**config.mk**
```make
export PLATFORM = sky130hd
export DESIGN_NAME = seq_divider
export DESIGN_NICKNAME = d
export VERILOG_FILES = /design/src/rtl/seq_divider.sv
export SDC_FILE = /design/constraint.sdc
export NUM_CORES = 1
export LEC_CHECK = 0
export ABC_AREA = 1
export BUFFER_PORTS_ARGS = -buffer_cell sky130_fd_sc_hd__buf_2
export CORE_ASPECT_RATIO = 1.1
export CORE_MARGIN = 4
export CORE_UTILIZATION = 53
export DETAILED_ROUTE_END_ITERATION = 16
export PLACE_DENSITY = 0.77
export SYNTH_ARGS = -nofsm -noshare
export SYNTH_HDL_FRONTEND = slang
export SYNTH_SLANG_ARGS = --single-unit
```
**constraint.sdc**
```tcl
create_clock -name clk -period 2.15 [get_ports clk]
set_clock_uncertainty 0.2 [all_clocks]
set_input_delay 0.1075 -clock clk [delete_from_list [all_inputs] [get_ports clk]]
set_output_delay 0.1075 -clock clk [all_outputs]
set_load 0.1 [all_outputs]
```
**src/rtl/seq_divider.sv**
```systemverilog
`default_nettype none
// +----------------------------------------------------------------------------+
// | Module   : seq_divider                                                     |
// | Purpose  : Unsigned restoring divider, one quotient bit per clock.         |
// | Revision : 1.0  initial release                                            |
// +----------------------------------------------------------------------------+
module seq_divider #(
  parameter int BIT_DEPTH = 4
) (
  input  logic                 clk,
  input  logic                 reset,
  input  logic                 start,
  input  logic [BIT_DEPTH-1:0] dividend,
  input  logic [BIT_DEPTH-1:0] divisor,
  output logic [BIT_DEPTH-1:0] quotient,
  output logic [BIT_DEPTH-1:0] remainder,
  output logic                 busy,
  output logic                 done,
  output logic                 div_by_zero
);

  localparam int                 c_CNT_W     = $clog2(BIT_DEPTH + 1);
  localparam logic [c_CNT_W-1:0] c_LAST_STEP = c_CNT_W'(BIT_DEPTH - 1);

  typedef enum logic [1:0] {
    S_IDLE = 2'd0,
    S_RUN  = 2'd1,
    S_DONE = 2'd2
  } state_t;

  state_t               state_q, state_d;
  logic [BIT_DEPTH-1:0] rem_q, rem_d;
  logic [BIT_DEPTH-1:0] quo_q, quo_d;
  logic [BIT_DEPTH-1:0] dvs_q, dvs_d;
  logic [c_CNT_W-1:0]   cnt_q, cnt_d;
  logic                 dbz_q, dbz_d;

  logic                 w_accept;
  logic [BIT_DEPTH:0]   w_rem_shift;
  logic [BIT_DEPTH:0]   w_trial;

  // Since rem_q < dvs_q, the shifted value is below 2*dvs_q, so BIT_DEPTH+1
  // bits hold it and the trial MSB is a true sign bit.
  assign w_rem_shift = {rem_q, quo_q[BIT_DEPTH-1]};
  assign w_trial     = w_rem_shift - {1'b0, dvs_q};
  assign w_accept    = start && (state_q != S_RUN);

  always_comb begin
    state_d = state_q;
    rem_d   = rem_q;
    quo_d   = quo_q;
    dvs_d   = dvs_q;
    cnt_d   = cnt_q;
    dbz_d   = dbz_q;
    case (state_q)
      S_RUN: begin
        rem_d = w_trial[BIT_DEPTH] ? w_rem_shift[BIT_DEPTH-1:0] : w_trial[BIT_DEPTH-1:0];
        quo_d = {quo_q[BIT_DEPTH-2:0], ~w_trial[BIT_DEPTH]};
        cnt_d = cnt_q + c_CNT_W'(1);
        if (cnt_q == c_LAST_STEP) begin
          state_d = S_DONE;
        end
      end
      default: begin
        if (w_accept) begin
          cnt_d = '0;
          dvs_d = divisor;
          if (divisor == '0) begin
            quo_d   = '1;
            rem_d   = dividend;
            dbz_d   = 1'b1;
            state_d = S_DONE;
          end else begin
            quo_d   = dividend;
            rem_d   = '0;
            dbz_d   = 1'b0;
            state_d = S_RUN;
          end
        end
      end
    endcase
  end

  always_ff @(posedge clk) begin
    if (reset) begin
      state_q <= S_IDLE;
      rem_q   <= '0;
      quo_q   <= '0;
      dvs_q   <= '0;
      cnt_q   <= '0;
      dbz_q   <= 1'b0;
    end else begin
      state_q <= state_d;
      rem_q   <= rem_d;
      quo_q   <= quo_d;
      dvs_q   <= dvs_d;
      cnt_q   <= cnt_d;
      dbz_q   <= dbz_d;
    end
  end

  assign busy        = (state_q == S_RUN);
  assign done        = (state_q == S_DONE);
  assign quotient    = done ? quo_q : '0;
  assign remainder   = done ? rem_q : '0;
  assign div_by_zero = done & dbz_q;

endmodule
`default_nettype wire

```
# Word-level counts from Yosys, hierarchy flattened

Index checks and enable logic that the tools add are counted.

Add/sub/neg operators: 2
Equality and inequality tests: 5
Multiplexer cells: 16
Bitwise gates (word level): 3
Reduce and logical (&&, ||, !) cells: 5

Operators by type and width:

| operator                                                               | count |
|---|---|
| 4-bit two-way mux                                                      | 9 |
| 2-bit two-way mux                                                      | 4 |
| 3-bit two-way mux                                                      | 2 |
| 5-bit by 4-bit subtractor with 5-bit output                            | 1 |
| 4-bit logical NOT                                                      | 1 |
| 2-bit by 1-bit != test with 1-bit output (second input constant)       | 2 |
| 2-bit AND reduction                                                    | 2 |
| 3-bit by 1-bit adder with 3-bit output (second input constant)         | 1 |
| 3-bit by 2-bit equality test with 1-bit output (second input constant) | 1 |
| 2-bit by 1-bit equality test with 1-bit output (second input constant) | 1 |
| 2-bit equality test (second input constant)                            | 1 |
| 1-bit NOT                                                              | 2 |
| 2-bit nonzero test                                                     | 1 |
| 1-bit bitwise AND                                                      | 1 |
| 1-bit logical AND                                                      | 1 |
| 1-bit two-way mux                                                      | 1 |

Flip-flop bits (word level): 18
Input bits: 11
Output and inout port bits: 11
Logic and storage cells: 37

# Longest topological paths before layout

Gate-level depths: netlist of run 1.

Depth after elaboration: 4
Mapped depth: 12
Gate-level depth less buffers: 12

# Least setup slack after synthesis of run 1

No wires, ideal clock.

Path type: reg-to-output
Start point: reg state_q[1]
End point: out div_by_zero
Arrival time: 3.247 ns
Data required time: 1.842 ns
Setup slack: -1.404 ns
Cell stages (with the launch flop): 5
Buffers on the path: 0
Cell sequence: dfxtp_1 inv_2 nor2_1 inv_2 nor2_1

Cells in the longest elaborated chain, start to end: 2

Ends and longest elaborated chain:

| what                     | RTL line | source |
|---|---|---|
| start: declaration       | 31       | `state_t state_q, state_d;` |
| start signal: assignment | 93       | `state_q <= state_d;` |
| 2-bit equality test      | 103      | `assign done = (state_q == S_DONE);` |
| named net done           | 18       | `output logic done,` |
| 1-bit bitwise AND        | 106      | `assign div_by_zero = done & dbz_q;` |
| end: declaration         | 19       | `output logic div_by_zero` |

The timed path passes the listed nets, and every way through them passes these cells.

# Final worst setup path of run 1

Start point: reg quo_q[3]
End point: reg rem_q[3]

Cells in the longest elaborated chain, start to end: 3

Ends and longest elaborated chain:

| what                                        | RTL line | source |
|---|---|---|
| start: declaration                          | 33       | `logic [BIT_DEPTH-1:0] quo_q, quo_d;` |
| start signal: assignment                    | 95       | `quo_q <= quo_d;` |
| 5-bit by 4-bit subtractor with 5-bit output | 45       | `assign w_trial = w_rem_shift - {1'b0, dvs_q};` |
| 4-bit two-way mux                           | 57       | `rem_d = w_trial[BIT_DEPTH] ? w_rem_shift[BIT_DEPTH-1:0] : w_trial[BIT_DEPTH-1:0];` |
| 4-bit two-way mux                           | 55       | `case (state_q)` |
| end signal: assignment                      | 94       | `rem_q <= rem_d;` |
| end: declaration                            | 32       | `logic [BIT_DEPTH-1:0] rem_q, rem_d;` |

Every way passes these cells.
A chain may end at the register's enable or synchronous reset.

==> flow_summary_export.csv, run 1 <==
group,metric,value,unit
clock_network,cts.sinks,18,
global_routing,use_met3,4.84,%
synth,ys_seq_area_share,33.4,%
critical_path,end_kind,"flop",
critical_path,worst-path-max-fanout,4,
global_routing,grtUsageMet1,25.6,%
route,vias_per_cell,5.35,
global_routing,grt_start_max_net_pins,13,
global_routing,grt.busiest_layer,"met2",
timing,tightest_slew,491,ps
route,vias,1128,
synth,synthCells,152,
placed_design,numPortBuffers,21,
clock_network,clkLatencyLatePin,290,ps
die,core_area,1860,um2
global_routing,gr-total-overflow,0,
clock_network,clk_pin_slew,100,ps
timing,max-slew-margin-rel,67.5,%
critical_path,cpMaxStageDelayCell,"fa_2",
synth,ys_types,24,
placed_design,place_hpwl,2.05,mm
critical_path,worstPathRequired,2130,ps
global_routing,grt_usage,22.1,%
die,die_w,51.0,um
timing,setup_viol,0,
global_routing,antenna_found_initial,0,
layout,final_area,1410,um2
route,ant_nets,0,
synth,yosys_warnings,0,
critical_path,r2r_slack,140,ps
clock_network,clk_path_buf_depth,2,
synth,mappedNetlistArea,1080,um2
synth,avgSynthCellArea,7.10,um2
clock_network,cts-root-buf,"clkbuf_4",
placed_design,gp_congestion,0.888,
synth,syn-num-nets,170,
timing,max_freq,497,MHz
worst_hold_path,hp-class,"flop to flop",
layout,layout_common_cells,"22 x inv_1, 21 x buf_2, 18 x nand2_1, 18 x dfxtp_1, 17 x a21oi_1",
die,die_height,55.3,um
timing,maxSlewViolCount,0,
flow_run,drv_cap,0,
timing,finalCritPeriodShare,93.6,%
clock_network,htree_levels,1,
synth,synth.largest_area_cell,"dfxtp_1",
route,post_drt_wl_per_cell,13.2,um
global_routing,grt_pass1_vias,1144,
critical_path,cp.arrival,2000,ps
critical_path,start_kind,"flop",
route,drt_iter0_drc,27,
placed_design,dp_cells,197,
timing,hold_violations,0,
power_and_ir_drop,power_density,671,nW/um2
placed_design,preCtsSetupSlack,88.0,ps
synth,yosysTopAreaCellShare,33.4,%
synth,synthTopCellsByArea,"dfxtp_1 33%, a21oi_1 7.9%, inv_1 7.6%, ha_1 7.0%, nor2_1 6.6%",
route,remaining_drc_errors,0,
route,wirelength,2.78,mm
route,dr.pass1.iters,4,
critical_path,critPathKind,"flop to flop",
status,outcome,"finished, final reports clean",
layout,layout-drive-gt1-share,28.8,%
die,rows,16,
die,start_util,58.0,%
timing,grt_setup_unrepaired,"no",
timing,setup_tns,0,ps
power_and_ir_drop,p_leak,0.000623,uW
critical_path,path_common_cell,"nor2_1",
synth,ys_ff_latch,18,
layout,nets,204,
layout,diodes,0,
layout,nFillCells,151,
die,ios,22,
layout,seq_area,360,um2
global_routing,grt_util_met2,37.4,%
timing,fin_crit,2010,ps
critical_path,path_cells,"inv_1 -> ha_1 -> fa_2 -> inv_1 -> nand3_1 -> nand3_2 -> nand2_4 -> nor2_2 -> nor2_1 -> nor2_1 -> nor2_1",
layout,final_common_cell,"inv_1",
critical_path,crit_buf_inv,2,
layout,syn2layout_area_growth,30.2,%
layout,instances_no_fill,211,
critical_path,cp_top_family,"simple AND/OR/NAND/NOR gates",
power_and_ir_drop,vdd_ir_drop_max,0.516,mV
critical_path,cpPeakStageDelay,360,ps
layout,multi_input_area,673,um2
clock_network,cts_tree,"built",
global_routing,grt_pass1_wl,4.86,mm
placed_design,place_area,1270,um2
clock_network,cts-buffers-inserted,3,
timing,layout_setup_ws,138,ps
die,die-area,2820,um2
==> what timing repair did <==
item | in CTS | in global routing
gates resized for setup | 0 | 1
setup buffers | 0 | 1
hold buffers | 10 | 0
hold endpoints to repair | 17 | 0
endpoints found under the setup margin | 0 | 2
==> worst register-to-register path, cell delays in order, from the launching register on <==
cell	delay, ps
dfxtp_1	340
inv_1	80
ha_1	230
fa_2	360
inv_1	90
nand3_1	110
nand3_2	140
nand2_4	70
nor2_2	100
nor2_1	50
nor2_1	80
nor2_1	50
==> sequential cells by signal, summed over array words and instances, names as in the netlist <==
register and count:
dvs_q 4, dbz_q 1, rem_q 4, state_q 2
cnt_q 3, quo_q 4
==> final cells by class <==
class	instances	area share, %
clock buffer	3	1.60
inverter	27	7.38
multi-input combinational	104	47.9
sequential	18	25.6
tap	27	2.40
timing repair buffer	32	15.1
==> path summary, 6_finish.rpt <==
| path | startpoint | endpoint | cells past startpoint |
|---|---|---|---|
| max reg2reg | quo_q[3] | rem_q[3] | 11 |
| min | dvs_q[0] | dvs_q[0] | 2 |
| max | quo_q[3] | rem_q[3] | 11 |
| min reg2reg | dvs_q[0] | dvs_q[0] | 2 |
==> stage by stage <==
| step | utilization (%) | power [uW] | hold slack (ps) |
|---|---|---|---|
| final | 75.5 | 944 | 268 |
| after global routing | 75.5 | 1010 | 305 |
| after CTS | 75.0 | 931 | 272 |
| after detailed placement | 68.4 | 753 | 203 |
| after global placement | 68.4 | 741 | 187 |
| after floorplan | - | 687 | 81.6 |
==> where the power goes <==
| part | internal, uW | switching (uW) |
|---|---|---|
| Sequential | 364 | 25.5 |
| Clock | 65.1 | 99.3 |
| Combinational | 137 | 253 |
==> synthesized netlist by cell type <==
library cell and instances:
nand2_1 18, a21oi_2 1, o21ai_0 2, dfxtp_1 18, buf_2 1, xor2_1 1
nor2_1 19, inv_2 4, o21ai_1 9, inv_1 22, nand2_4 2, o22ai_1 4
a22oi_1 3, fa_1 1, a21oi_1 17, nor2_2 2, nand3_1 12, nand3_2 1
inv_4 1, o21ai_2 1, nand3_4 1, nand2_2 4, ha_1 6, buf_4 2
==> cell families after synthesis <==
logic type | count (synthesis) | share of synthesized area, %
AO/OA/AOI/OAI | 37 | 19.0
XOR/XNOR | 1 | 0.811
adder cells (fa/ha/maj) | 7 | 8.81
buffers and inverters | 30 | 11.5
flip-flops | 18 | 33.4
AND/OR/NAND/NOR | 59 | 26.5
==> layer usage <==
| layer | vias to the layer above | share of wire (%) |
|---|---|---|
| li1 | 564 | - |
| met1 | 517 | 41 |
| met2 | 36 | 51 |
| met3 | 11 | 5.1 |
| met4 | 0 | 2.7 |
| met5 | - | 0 |
Note: power is estimated with default switching activity, not from simulation.
==> inputs of run 2 (changes only) <==
--- a/config.mk
+++ b/config.mk
@@ -9,7 +9,9 @@
 export BUFFER_PORTS_ARGS = -buffer_cell sky130_fd_sc_hd__buf_2
+export CELL_PAD_IN_SITES_DETAIL_PLACEMENT = 1
+export CELL_PAD_IN_SITES_GLOBAL_PLACEMENT = 2
 export CORE_ASPECT_RATIO = 1.1
 export CORE_MARGIN = 4
-export CORE_UTILIZATION = 53
+export CORE_UTILIZATION = 29
 export DETAILED_ROUTE_END_ITERATION = 16
-export PLACE_DENSITY = 0.77
+export PLACE_DENSITY_LB_ADDON = 0.1
 export SYNTH_ARGS = -nofsm -noshare
--- a/constraint.sdc
+++ b/constraint.sdc
@@ -4,2 +4,2 @@
 set_output_delay 0.1075 -clock clk [all_outputs]
-set_load 0.1 [all_outputs]
+set_load 0.01 [all_outputs]
==> flow_summary_export.csv, run 2 (synthesis results as in run 1) <==
group,metric,value,unit
power_and_ir_drop,fin_total_pwr,952,uW
layout,layout-drive-gt1-share,23.8,%
placed_design,gp_congestion,0.758,
timing,max_freq,499,MHz
route,wirelength,3.07,mm
timing,setup_tns,0,ps
timing,maxSlewViolCount,0,
clock_network,cts_tree,"built",
clock_network,htree_levels,1,
layout,final_common_cell,"inv_1",
timing,max-slew-margin-rel,82.9,%
critical_path,crit_end,"rem_q[3]",
die,ios,22,
global_routing,grt_pass1_vias,1151,
layout,top_regs,"dvs_q (4), quo_q (4), rem_q (4)",
timing,finalCritPeriodShare,93.1,%
route,drt_iter0_drc,24,
clock_network,clk_pin_slew,110,ps
critical_path,worst-path-max-fanout,5,
timing,tightest_slew,255,ps
global_routing,grt_pass1_wl,5.21,mm
global_routing,grt_usage,14.3,%
die,rows,22,
layout,diodes,0,
die,die_height,72.0,um
critical_path,critPathKind,"flop to flop",
timing,grt_setup_unrepaired,"no",
global_routing,antenna_found_initial,0,
power_and_ir_drop,p_leak,0.000630,uW
clock_network,cts.sinks,18,
die,die_w,66.2,um
critical_path,start_kind,"flop",
timing,fin_crit,2000,ps
power_and_ir_drop,power_density,694,nW/um2
placed_design,numPortBuffers,21,
power_and_ir_drop,vdd_ir_drop_max,0.353,mV
global_routing,grt_start_max_net_pins,13,
layout,nFillCells,466,
timing,hold_violations,0,
die,start_util,31.1,%
critical_path,end_kind,"flop",
clock_network,cts-buffers-inserted,3,
layout,layout_common_cells,"22 x inv_1, 21 x buf_2, 19 x nor2_1",
placed_design,place_hpwl,2.38,mm
layout,final_util,39.5,%
clock_network,clkLatencyLatePin,300,ps
flow_run,drv_cap,0,
route,ant_nets,0,
clock_network,cts-root-buf,"clkbuf_4",
route,dr.pass1.iters,2,
layout,nets,204,
critical_path,worstPathRequired,2150,ps
worst_hold_path,hp-class,"flop to flop",
clock_network,clk_path_buf_depth,2,
timing,layout_setup_ws,148,ps
critical_path,rr_worst_depth,11,
critical_path,r2r_start,"quo_q[3]",
layout,syn2layout_area_growth,27.0,%
critical_path,r2r_slack,150,ps
route,remaining_drc_errors,0,
global_routing,gr-total-overflow,0,
route,vias,1105,
status,outcome,"finished, final reports clean",
critical_path,crit_start,"quo_q[3]",
route,post_drt_wl_per_cell,13.2,um
critical_path,cp.arrival,2000,ps
die,die-area,4760,um2
route,vias_per_cell,4.74,
placed_design,preCtsSetupSlack,95.3,ps
die,core_area,3470,um2
critical_path,r2r-end,"rem_q[3]",
timing,setup_viol,0,
-- run 2: how the worst min path moves through the flow --
| stage | start | end | slack, ps | depth (start not counted) |
|---|---|---|---|---|
| final | dvs_q[0] | dvs_q[0] | 270 | 2 |
| after global routing | dvs_q[0] | dvs_q[0] | 310 | 2 |
| after CTS | dvs_q[0] | dvs_q[0] | 280 | 2 |
| after detailed placement | divisor[3] | dvs_q[3] | 200 | 3 |
| after global placement | divisor[3] | dvs_q[3] | 190 | 3 |
| after floorplan | divisor[0] | dvs_q[0] | 80 | 2 |
-- run 2: final cells by class --
type                    instances  area, um2  area share (%)
flip-flops and latches         18        360            26.3
multi-input cells             104        598            43.6
well taps                      48       60.1            4.38
inverters                      27        104            7.57
repair buffers                 32        213            15.5
clock buffers                   4       36.3            2.65
-- run 2: critical path, cell delays in order (launching register included) --
cell and delay (ps):
dfxtp_1 340, inv_1 60, ha_1 230, fa_2 360, inv_1 90, nand3_1 110
nand3_2 150, nand2_4 80, nor2_2 100, nor2_1 50, nor2_1 80, nor2_1 40
-- run 2: repair_timing --
action | 4_1_cts | 5_1_grt
setup buffers | 0 | 1
endpoints found under the setup margin | 0 | 3
resized for setup | 0 | 1
endpoints found under the hold margin | 17 | 0
hold buffers | 10 | 0
-- run 2: stage by stage --
step	hold WS (ps)	instances	area, um2
finish	271	233	1370
global route	313	233	1370
CTS	279	232	1360
detailed placement	197	218	1220
global placement	187	218	1220
floorplan	81.6	152	1080
-- run 2: where the power goes --
group,internal (uW),switching [uW]
logic,136,208
registers,364,24.8
clock network,103,116
-- run 2: metal layers --
metal	track usage, %	wire length, um
met5	0	0
met4	5.87	36
met3	3.56	79
met2	24.7	1570
met1	16.6	1390
